**config.mk**
```make
export PLATFORM = sky130hd
export DESIGN_NAME = tdes_round_controller
export DESIGN_NICKNAME = d
export VERILOG_FILES = /design/src/rtl/tdes_round_controller.sv
export SDC_FILE = /design/constraint.sdc
export NUM_CORES = 1
export LEC_CHECK = 0
export ABC_AREA = 1
export BUFFER_PORTS_ARGS = -buffer_cell sky130_fd_sc_hd__buf_2
export CORE_MARGIN = 4
export CORE_UTILIZATION = 40
export CTS_BUF_LIST = sky130_fd_sc_hd__clkbuf_4 sky130_fd_sc_hd__clkbuf_8
export CTS_CLUSTER_DIAMETER = 50
export DETAILED_ROUTE_END_ITERATION = 10
export HOLD_SLACK_MARGIN = 0.15
export PLACE_DENSITY = 0.65
export SETUP_SLACK_MARGIN = 0.4
export SLEW_MARGIN = 20
export SYNTH_ARGS = -nofsm -noshare
export SYNTH_HDL_FRONTEND = slang
export SYNTH_SLANG_ARGS = --single-unit
```
**constraint.sdc**
```tcl
create_clock -name clk -period 1.1 [get_ports clk]
set_clock_uncertainty 0.05 [all_clocks]
set_input_delay 0.11 -clock clk [delete_from_list [all_inputs] [get_ports clk]]
set_output_delay 0.11 -clock clk [all_outputs]
set_load 0.01 [all_outputs]
```
**src/rtl/tdes_round_controller.sv**
```systemverilog
// Round/pass sequencer for a Triple-DES datapath: walks three 16-round DES
// passes (E-D-E or D-E-D), steering key selection and cipher direction.
module tdes_round_controller (
  input  logic       clk,
  input  logic       rst,
  input  logic       i_start,
  input  logic       i_mode,
  input  logic       i_abort,
  input  logic       i_key_ready,
  output logic       o_load_data,
  output logic       o_key_load,
  output logic [1:0] o_key_sel,
  output logic       o_ed_sel,
  output logic       o_round_en,
  output logic [3:0] o_round_num,
  output logic [1:0] o_pass_num,
  output logic       o_swap_en,
  output logic       o_busy,
  output logic       o_done
);

  typedef enum logic [2:0] {
    S_IDLE  = 3'd0,
    S_LOAD  = 3'd1,
    S_KEYLD = 3'd2,
    S_ROUND = 3'd3,
    S_SWAP  = 3'd4,
    S_DONE  = 3'd5
  } state_t;

  state_t     r_state;
  state_t     w_next;
  logic [3:0] r_round;
  logic [3:0] w_round_nxt;
  logic [1:0] r_pass;
  logic [1:0] w_pass_nxt;
  logic       r_mode;
  logic       w_mode_nxt;
  logic       w_active;

  always_ff @(posedge clk or posedge rst) begin
    if (rst) begin
      r_state <= S_IDLE;
      r_round <= 4'd0;
      r_pass  <= 2'd0;
      r_mode  <= 1'b0;
    end else begin
      r_state <= w_next;
      r_round <= w_round_nxt;
      r_pass  <= w_pass_nxt;
      r_mode  <= w_mode_nxt;
    end
  end

  // Every path back to IDLE clears the counters so an idle controller shows zeros.
  always_comb begin
    w_next      = r_state;
    w_round_nxt = r_round;
    w_pass_nxt  = r_pass;
    w_mode_nxt  = r_mode;
    if (i_abort && (r_state != S_IDLE)) begin
      w_next      = S_IDLE;
      w_round_nxt = 4'd0;
      w_pass_nxt  = 2'd0;
    end else begin
      case (r_state)
        S_IDLE: begin
          if (i_start) begin
            w_next      = S_LOAD;
            w_mode_nxt  = i_mode;
            w_round_nxt = 4'd0;
            w_pass_nxt  = 2'd0;
          end
        end
        S_LOAD, S_KEYLD: begin
          if (i_key_ready) begin
            w_next = S_ROUND;
          end
        end
        S_ROUND: begin
          if (r_round == 4'd15) begin
            w_next      = S_SWAP;
            w_round_nxt = 4'd0;
          end else begin
            w_round_nxt = r_round + 4'd1;
          end
        end
        S_SWAP: begin
          if (r_pass < 2'd2) begin
            w_pass_nxt = r_pass + 2'd1;
            w_next     = S_KEYLD;
          end else begin
            w_next = S_DONE;
          end
        end
        S_DONE: begin
          w_next      = S_IDLE;
          w_round_nxt = 4'd0;
          w_pass_nxt  = 2'd0;
        end
        default: begin
          w_next      = S_IDLE;
          w_round_nxt = 4'd0;
          w_pass_nxt  = 2'd0;
        end
      endcase
    end
  end

  assign w_active = (r_state != S_IDLE);

  assign o_load_data = (r_state == S_LOAD);
  assign o_key_load  = (r_state == S_LOAD) || (r_state == S_KEYLD);
  assign o_round_en  = (r_state == S_ROUND);
  assign o_swap_en   = (r_state == S_SWAP);
  assign o_done      = (r_state == S_DONE);
  assign o_busy      = (r_state == S_LOAD) || (r_state == S_KEYLD) ||
                       (r_state == S_ROUND) || (r_state == S_SWAP);
  assign o_round_num = r_round;
  assign o_pass_num  = r_pass;

  // Encrypt walks K1,K2,K3 as E,D,E; decrypt walks K3,K2,K1 as D,E,D.
  assign o_key_sel = w_active ? (r_mode ? (2'd2 - r_pass) : r_pass) : 2'd0;
  assign o_ed_sel  = w_active & (r_mode ^ (r_pass == 2'd1));

endmodule

```
==> Word-level counts from Yosys, hierarchy flattened <==
Index checks and enable logic that the tools add are counted.
{ "op_classes": {"n_addsub": 3, "order_cmp": 1, "eq_ne": 13, "muxes": 16, "n_bitwise": 3, "n_reduce_logical": 13} }
{ "op_table": {"columns": ["op", "n"], "rows": [
  ["2-to-1 mux 3 bit", 5],
  ["2-to-1 mux 4 bit", 3],
  ["case mux 3 bit (4 select lines)", 1],
  ["case mux 4 bit (3 select lines)", 1],
  ["2-to-1 mux 2 bit", 5],
  ["AND reduction 3 bit", 3],
  ["== test 3 x 2 -> 1 bit, second input constant", 2],
  ["== test 3 bit, second input constant", 2],
  ["!= test 3 x 1 -> 1 bit, second input constant", 2],
  ["!= test 3 bit, second input constant", 2],
  ["case mux 2 bit (3 select lines)", 1],
  ["OR reduction 3 bit", 2],
  ["adder 4 x 1 -> 4 bit, second input constant", 1],
  ["== test 4 bit, second input constant", 1],
  ["!= test 2 x 1 -> 1 bit, second input constant", 2],
  ["== test 3 x 1 -> 1 bit, second input constant", 1],
  ["zero test 3 bit", 1],
  ["logical OR 1 bit", 3],
  ["nonzero test 3 bit", 1],
  ["adder 2 x 1 -> 2 bit, second input constant", 1],
  ["== test 2 x 1 -> 1 bit, second input constant", 1],
  ["< comparator 2 bit, second input constant", 1],
  ["AND reduction 2 bit", 1],
  ["OR reduction 2 bit", 1],
  ["5 further kinds", 5]
]} }
{ "totals": {"ff_bits": 10, "output_inout_bits": 15, "elab_cells": 53} }

==> Depth between registers and ports, before layout <==
Gate-level depths: netlist (run 1).
{ "depth": {"depth_word": 4, "ltp_mapped": 10, "depth_no_buf": 10} }

==> Worst setup path before layout (run 1) <==
No wires, ideal clock.
{ "synth_path": {"path_type": "register to register", "from": "reg r_pass[0], in the netlist o_pass_num[0]", "to": "reg r_pass[0], in the netlist o_pass_num[0]", "setup_time_ns": 0.117, "t_arrival_ns": 1.155, "required_time_ns": 0.933, "setup_slack_ns": -0.222, "stages_incl_launch_ff": 11, "period_less_slack_ns": 1.322, "cell_sequence": "dfrtp_1 -> inv_1 -> ha_1 -> inv_1 -> nand2_1 -> nand3_1 -> nand2_1 -> nand2_1 -> nand2_1 -> nand2_1 -> nand2_1"} }
{ "synth_between": {"elab_chain_len": 4, "word_cells_on_any_way": 7} }
{ "synth_lines": {"columns": ["item", "line", "text"], "rows": [
  ["start: declaration", "35", "logic [1:0] r_pass;"],
  ["start signal: assignment", "50", "r_pass <= w_pass_nxt;"],
  ["adder 2 x 1 -> 2 bit", "90", "w_pass_nxt = r_pass + 2'd1;"],
  ["2-to-1 mux 2 bit", "89", "if (r_pass < 2'd2) begin"],
  ["case mux 2 bit (3 select lines)", "66", "case (r_state)"],
  ["2-to-1 mux 2 bit", "61", "if (i_abort && (r_state != S_IDLE)) begin"]
]} }
Parallel ways exist; a longest one is shown, timed or not. The select of a mux whose other input is x is not followed.
A chain may end at the register's enable or synchronous reset.

==> Worst setup path in the final report (run 1) <==
{ "layout_path": {"from": "reg r_pass[0], in the netlist o_pass_num[0]", "to": "out o_key_sel[1]"} }
{ "layout_between": {"elab_chain_len": 3} }
{ "layout_lines": {"columns": ["item", "line", "text"], "rows": [
  ["subtractor 2 bit", "123", "assign o_key_sel = w_active ? (r_mode ? (2'd2 - r_pass) : r_pass) : 2'd0;"],
  ["2-to-1 mux 2 bit (2 in a row)", "123", null],
  ["end: declaration", "12", "output logic [1:0] o_key_sel,"]
]} }
No other way between the ends.

==> metrics.md, run 1 <==
| Metric | Value |
|---|---|
| Status | complete, but fails checks |
| Failing checks | negative hold slack, negative setup slack |
| Area delta synth->final | 95.1% |
| Post-Synth Simple-Gate Area | 47.2% |
| Critical path launch point type | flip-flop |
| Post-synthesis cell type count | 23 |
| DP Wirelength | roughly 1500 um |
| Clock Pin Slew Worst Setup and Hold Paths | 0.07 ns |
| Ant diodes | 0 |
| Root Buffer | clkbuf_4 |
| Critical Path RT | between 0.9 and 1 ns |
| Die X | roughly 51 um |
| WL per Instance | between 15 and 20 um |
| # rows | 15 |
| Largest family of logic cells by synthesized area | simple AND/OR/NAND/NOR gates |
| Worst path bufs/invs | 3 |
| Crit path DAT | 1.34 ns |
| Fin. max-slew vios | 0 |
| WL final | between 2000 and 3000 um |
| Worst Setup SP | o_pass_num[0] |
| Synthesized net count | 112 |
| Slew HR | 72.8% |
| WS Path Type | reg -> out |
| Fin nets | 170 |
| Post-Synth Adder-Cell Area | under 10% |
| Sequential share of the synthesized area | 33.7% |
| Syn_area_per_cell | approximately 7 um2 |
| Post-layout util | about 83% |
| Hold Path Class | in -> async |
| Pleak | 0.746 nW |
| Final-report hold violation count | 10 |
| Hold_ws | -0.236 ns |
| First-pass GRT wire length | a little under 4000 um |
| Largest net degree at the start of global routing | 11 |
| Tmin final | 1.50 ns |
| Clk network pwr share | under 10% |
| Syn Inst Count | about 100 |
| # clock sinks | 10 |
| Clock Path Buffers | 2 |
| Endpoints failing setup | 21 |
| # IOs | 21 |
| Inserted Clock Buffers | 3 |
| Logic pwr share | 75.3% |
| Family with the most delay on the worst path | flip-flops |
| RSZ-0062 raised after global routing | true |
| Initial antenna violation count | 0 |
| CORE AREA | about 1700 um2 |
| Max-capacitance violation count | 0 |
| Pint | 2.04 mW |
| Peak supply drop | roughly 0.0015 V |
| Worst stage delay on the critical path | 0.42 ns |
| Total GRT Usage | 20.0% |
| RePlAce Congestion | 0.816 |
| Flop pwr share | 16.9% |
| Iteration-0 DRC Markers | 5 |
| Initial Util | 42.5% |
| Htree depth | 1 |
| Worst Max-Slew Pin Slew | 0.408 ns |
| Clock latency on the worst-skew pair | roughly 0.27 ns |
| Initial DRT Pass Iterations | 4 |
| Die Y-Extent | 51.1 um |
| Slowest-stage cell, CP | dfrtp_2 |
| DR vias/cell | 4.97 |
| Worst-path maximum fanout | 2 |
| Vias in the first global route | 903 |
| DRT antenna net count | 0 |
| Crit-path cells | inv_2 > ha_4 > nand2_2 > o21ai_2 > nand2_1 > inv_2 > buf_6 |
| Vias | 920 |
| Crit end category | primary output |
| FMAX | 666 MHz |
| Psw | between 1.5 and 2 mW |
| Yosys warns | 0 |
| Most common cell on crit path | inv_2 |
| DRC viols | 0 |
| Die area | 2610 um2 |
| GRT overflow | 0 |
| Netlist Area Pre-Place | 742 um2 |
| Tcrit/Tclk final | 137% |
| Seq cells post-synth | 10 |
| Compound-cell area share of the yosys netlist | 5.23% |
| Pwr Density | 2600 nW/um2 |
| Mux share of post-synthesis cell area | 0% |
| Reg2reg start | r_state[0] |
| Layout cells sized above 1 | 66.9% |
| Final worst-path setup slack | -0.402 ns |
| Post-synthesis xor/xnor area fraction | 2.36% |
| CTS tree | yes |
| Switch share | a little under half |
| Port bufs | 20 |
| Power, Total | 3.76 mW |
-- repair_timing --
item,4_1_cts,5_1_grt
buffers inserted,12,6
pin swaps,17,13
gates cloned,0,0
setup endpoints to repair,25,25
endpoints found under the hold margin,14,11
resized for setup,43,16
-- final timing paths --
kind                       depth (start not counted)  slack (ns)             end
max                                                7       -0.40    o_key_sel[1]
min in group clk                                   3        0.04          r_mode
max reg2reg                                        6       -0.35      r_state[2]
min                                                2       -0.24  o_round_num[3]
max in group asynchronous                          2        0.93   o_pass_num[0]
min reg2reg                                        2        0.51  o_round_num[2]
-- registers in the layout, summed over array words and instances, names as in the netlist --
register / count
o_round_num: 4
r_mode: 1
r_state: 3
o_pass_num: 2
-- layout by cell type, fill, tap and decap left out, types with 4 or more instances in the layout --
cell type | netlist | layout
buf_2 | 0 | 10
buf_4 | 0 | 14
buf_6 | 0 | 29
clkbuf_4 | 0 | 4
dfrtp_1 | 10 | 4
dfrtp_2 | 0 | 6
inv_2 | 1 | 6
nand2_1 | 32 | 23
nand2_2 | 6 | 7
nand2_4 | 0 | 8
nand3_1 | 9 | 5
nand3_2 | 1 | 4
nor2_2 | 2 | 4
nor2_4 | 2 | 4
-- worst reg2reg max path: stages, from the launching register on --
cell and delay (ns):
dfrtp_2 0.46, nand2_4 0.11, buf_4 0.15, buf_4 0.13, o21ai_0 0.24, nand2_1 0.12
nor2_2 0.12
-- final cells by class --
| type | instances | area (um2) |
|---|---|---|
| Fill cell | 111 | 298 |
| Tap cell | 25 | 31.3 |
| Timing Repair Buffer | 53 | 482 |
| Sequential cell | 10 | 258 |
| Clock buffer | 4 | 30.0 |
| Inverter | 12 | 55.1 |
| Multi-Input combinational cell | 81 | 592 |
-- per-stage QoR --
step	TNS [ns]	instances	setup WS, ns	area [um2]	hold slack, ns
after floorplan	-1.35	103	-0.154	805	-0.100
after detailed placement	-2.05	163	-0.197	1050	0.0707
after global placement	-1.76	163	-0.176	1050	0.0517
after global routing	-7.26	185	-0.438	1450	-0.204
final	-6.10	185	-0.402	1450	-0.236
after CTS	-4.98	179	-0.369	1350	-0.222
-- power by group through the flow --
| stage | combinational, mW | sequential (mW) | clock, mW |
|---|---|---|---|
| global placement | 1.70 | 0.583 | 0 |
| finish | 2.83 | 0.634 | 0.296 |
| detailed placement | 1.72 | 0.590 | 0 |
| CTS | 2.44 | 0.619 | 0.301 |
| global route | 3.00 | 0.653 | 0.312 |
| floorplan | 1.06 | 0.610 | 0 |
-- synthesized netlist by cell type (all sizes together) --
cell     n  area (um2)
or2      3        18.8
o21ai    4        23.8
ha       3        37.5
inv     12        47.6
nand4    3        18.8
nand3b   1        11.3
nand2   38         158
nor2    11        61.3
nor3     2        10.0
xor2     1        8.76
xnor2    1        8.76
dfrtp   10         250
nand3   11        72.6
a21oi    3        15.0
-- kinds of logic (layout without fill, tap and decap cells) --
family          count (synthesis)  after routing
compound gates                  7              7
xor+xnor                        2              2
flops                          10             10
fa+ha+maj                       3              3
buf+inv                        12             69
simple gates                   69             69
-- layer usage --
layer,wire (um),GRT usage [%],vias up,part of all wire (%)
met2,1470,34.1,29,51
met1,1210,25.0,436,42
met3,112,2.04,11,3.9
li1,-,-,444,-
met4,93,9.42,0,3.2
met5,0,0,-,0
No activity file was read; power rests on OpenSTA's default activity.
==> inputs of run 2 (changes only) <==
- REMOVE_ABC_BUFFERS: unset -> 1
==> run 2 against run 1 <==
The flow still finishes with violations (negative hold slack, negative setup slack). Sequential share of layout area is 0.32 points lower. Clock power increased by 20%. Largest cell class unchanged. Highest routed layer unchanged. Fmax down 2.1%. Sequential power fell by 2%.
==> metrics.md, run 2 (synthesized netlist as in run 1, its figures left out) <==
| Metric | Value |
|---|---|
| Status | complete, but fails checks (unchanged) |
| Failing checks | negative hold slack, negative setup slack (unchanged) |
| Worst Setup SP | o_pass_num[1] (was o_pass_num[0]) |
| DRC viols | 0 (unchanged) |
| Final-report hold violation count | 10 (unchanged) |
| Reg2reg setup slack | -0.38 ns (was -0.35 ns) |
| Vias in the first global route | 963 (was 903) |
| # IOs | 21 (unchanged) |
| WL final | 2980 um (was 2890 um) |
| Post-layout util | 83.2% (was 82.9%) |
| Initial DRT Pass Iterations | 4 (unchanged) |
| Reg2reg start | r_state[1] (was r_state[0]) |
| Initial Util | 42.5% (unchanged) |
| Clock latency on the worst-skew pair | 0.28 ns (was 0.27 ns) |
| Reg2reg end | r_state[0] (was r_state[2]) |
| Tcrit/Tclk final | 140% (was 137%) |
| Inserted Clock Buffers | 3 (unchanged) |
| Met3 WL | 144 um (was 112 um) |
| Fin. max-slew vios | 0 (unchanged) |
| Clock Pin Slew Worst Setup and Hold Paths | 0.08 ns (was 0.07 ns) |
| Filler cells | 102 (was 111) |
| Crit path DAT | 1.37 ns (was 1.34 ns) |
| Iteration-0 DRC Markers | 33 (was 5) |
| Final worst-path setup slack | -0.435 ns (was -0.402 ns) |
| Port bufs | 20 (unchanged) |
| Ant diodes | 0 (unchanged) |
| DP Wirelength | 1440 um (was 1540 um) |
| Worst reg-to-reg path cell count | 8 (was 6) |
| FMAX | 652 MHz (was 666 MHz) |
| WL met1 | 1220 um (was 1210 um) |
| Layout cells sized above 1 | 68.1% (was 66.9%) |
| DR vias/cell | 5.18 (was 4.97) |
| DRT antenna net count | 0 (unchanged) |
| Largest register FFs | 4 (unchanged) |
| Vias | 974 (was 920) |
| Tmin final | 1.53 ns (was 1.50 ns) |
| Pleak | 0.757 nW (was 0.746 nW) |
| Clock Path Buffers | 2 (unchanged) |
| Htree depth | 1 (unchanged) |
| Area delta synth->final | 95.8% (was 95.1%) |
| Root Buffer | clkbuf_4 (unchanged) |
| Commonest non-fill, non-tap cell in the layout | buf_4 (was buf_6) |
| First-pass GRT wire length | 4230 um (was 3960 um) |
| Crit end category | primary output (unchanged) |
| Placed Area | 978 um2 (was 1050 um2) |
| CORE AREA | 1750 um2 (unchanged) |
| WS Path Type | reg -> out (unchanged) |
| Hold Path Class | in -> async (unchanged) |
| Slew HR | 71.1% (was 72.8%) |
| Critical Path RT | 0.94 ns (about the same) |
| Post-route cell area | 1450 um2 (about the same) |
| Worst Max-Slew Pin Slew | 0.434 ns (was 0.408 ns) |
| # clock sinks | 10 (unchanged) |
| WL per Instance | 15.9 um (was 15.6 um) |
| Top Metal Used | met4 (unchanged) |
| Endpoints failing setup | 22 (was 21) |
| Largest net degree at the start of global routing | 11 (unchanged) |
| Fin nets | 173 (was 170) |
| Die Y-Extent | 51.1 um (unchanged) |
| CTS tree | yes (unchanged) |
| Die X | 51.1 um (unchanged) |
| Peak supply drop | 0.00152 V (about the same) |
| Max-capacitance violation count | 0 (unchanged) |
| RSZ-0062 raised after global routing | true (unchanged) |
| Met2 wire length | 1500 um (was 1470 um) |
| Die area | 2610 um2 (unchanged) |
| Total GRT Usage | 21.2% (was 20.0%) |
| Worst-path maximum fanout | 3 (was 2) |
| Critical path launch point type | flip-flop (unchanged) |
| Most frequent cells in the layout | buf_4 (22), buf_6 (21), nand2_1 (17) (was buf_6 (29), nand2_1 (23), buf_4 (14)) |
| Pwr Density | 2500 nW/um2 (was 2600 nW/um2) |
| Cells after DPL | 162 (was 163) |
| Layout Cells excl Fill | 188 (was 185) |
| Hold_ws | -0.235 ns (was -0.236 ns) |
| Initial antenna violation count | 0 (unchanged) |
| GRT overflow | 0 (unchanged) |
| RePlAce Congestion | 0.803 (was 0.816) |
| # rows | 15 (unchanged) |
==> run 2: final cells by class <==
type / instances / area, um2 / area share [%]
Clock buffer: 4 / 36.3 / 2.50
Inverter: 12 / 47.5 / 3.27
Multi-Input combinational cell: 81 / 617 / 42.5
Sequential cell: 10 / 254 / 17.5
Tap cell: 25 / 31.3 / 2.15
Timing Repair Buffer: 56 / 467 / 32.1
==> run 2: per-layer routing <==
layer,global-route usage [%],vias up
li1,-,452
met2,36.1,44
met4,13.0,0
met3,2.62,15
met5,0,-
met1,25.2,463
==> run 2: through the flow <==
stage	total power, mW	worst slack (ns)	TNS [ns]
after global routing	3.83	-0.478	-7.52
after detailed placement	2.01	-0.221	-2.60
after global placement	1.99	-0.190	-2.20
after floorplan	1.51	-0.222	-1.60
after CTS	3.05	-0.376	-5.20
final	3.64	-0.435	-6.40
==> run 2: what timing repair did <==
action,in CTS,in global routing
cloned,0,0
hold endpoints to repair,13,11
endpoints found under the setup margin,25,25
gates resized for setup,47,25
setup buffers,16,6
pin swaps,15,17
==> run 2: worst max path at each step <==
stage	endpoint	slack [ns]
after floorplan	o_pass_num[0]	-0.22
after global placement	r_state[1]	-0.19
after detailed placement	o_round_num[3]	-0.22
after CTS	o_key_sel[1]	-0.38
after global routing	o_key_sel[1]	-0.48
final	o_key_sel[1]	-0.43
==> run 2: report_power, final <==
group          internal, mW  switching (mW)  total, mW
clock                 0.201           0.152      0.354
combinational          1.22            1.44       2.66
sequential            0.468           0.156      0.624
total                  1.89            1.75       3.64
==> run 2: critical path, stage by stage, from the launching register on <==
cell and delay, ns:
dfrtp_2 0.46, ha_4 0.29, nand2_2 0.04, o21ai_1 0.08
nand2_1 0.07, inv_1 0.05, buf_2 0.12
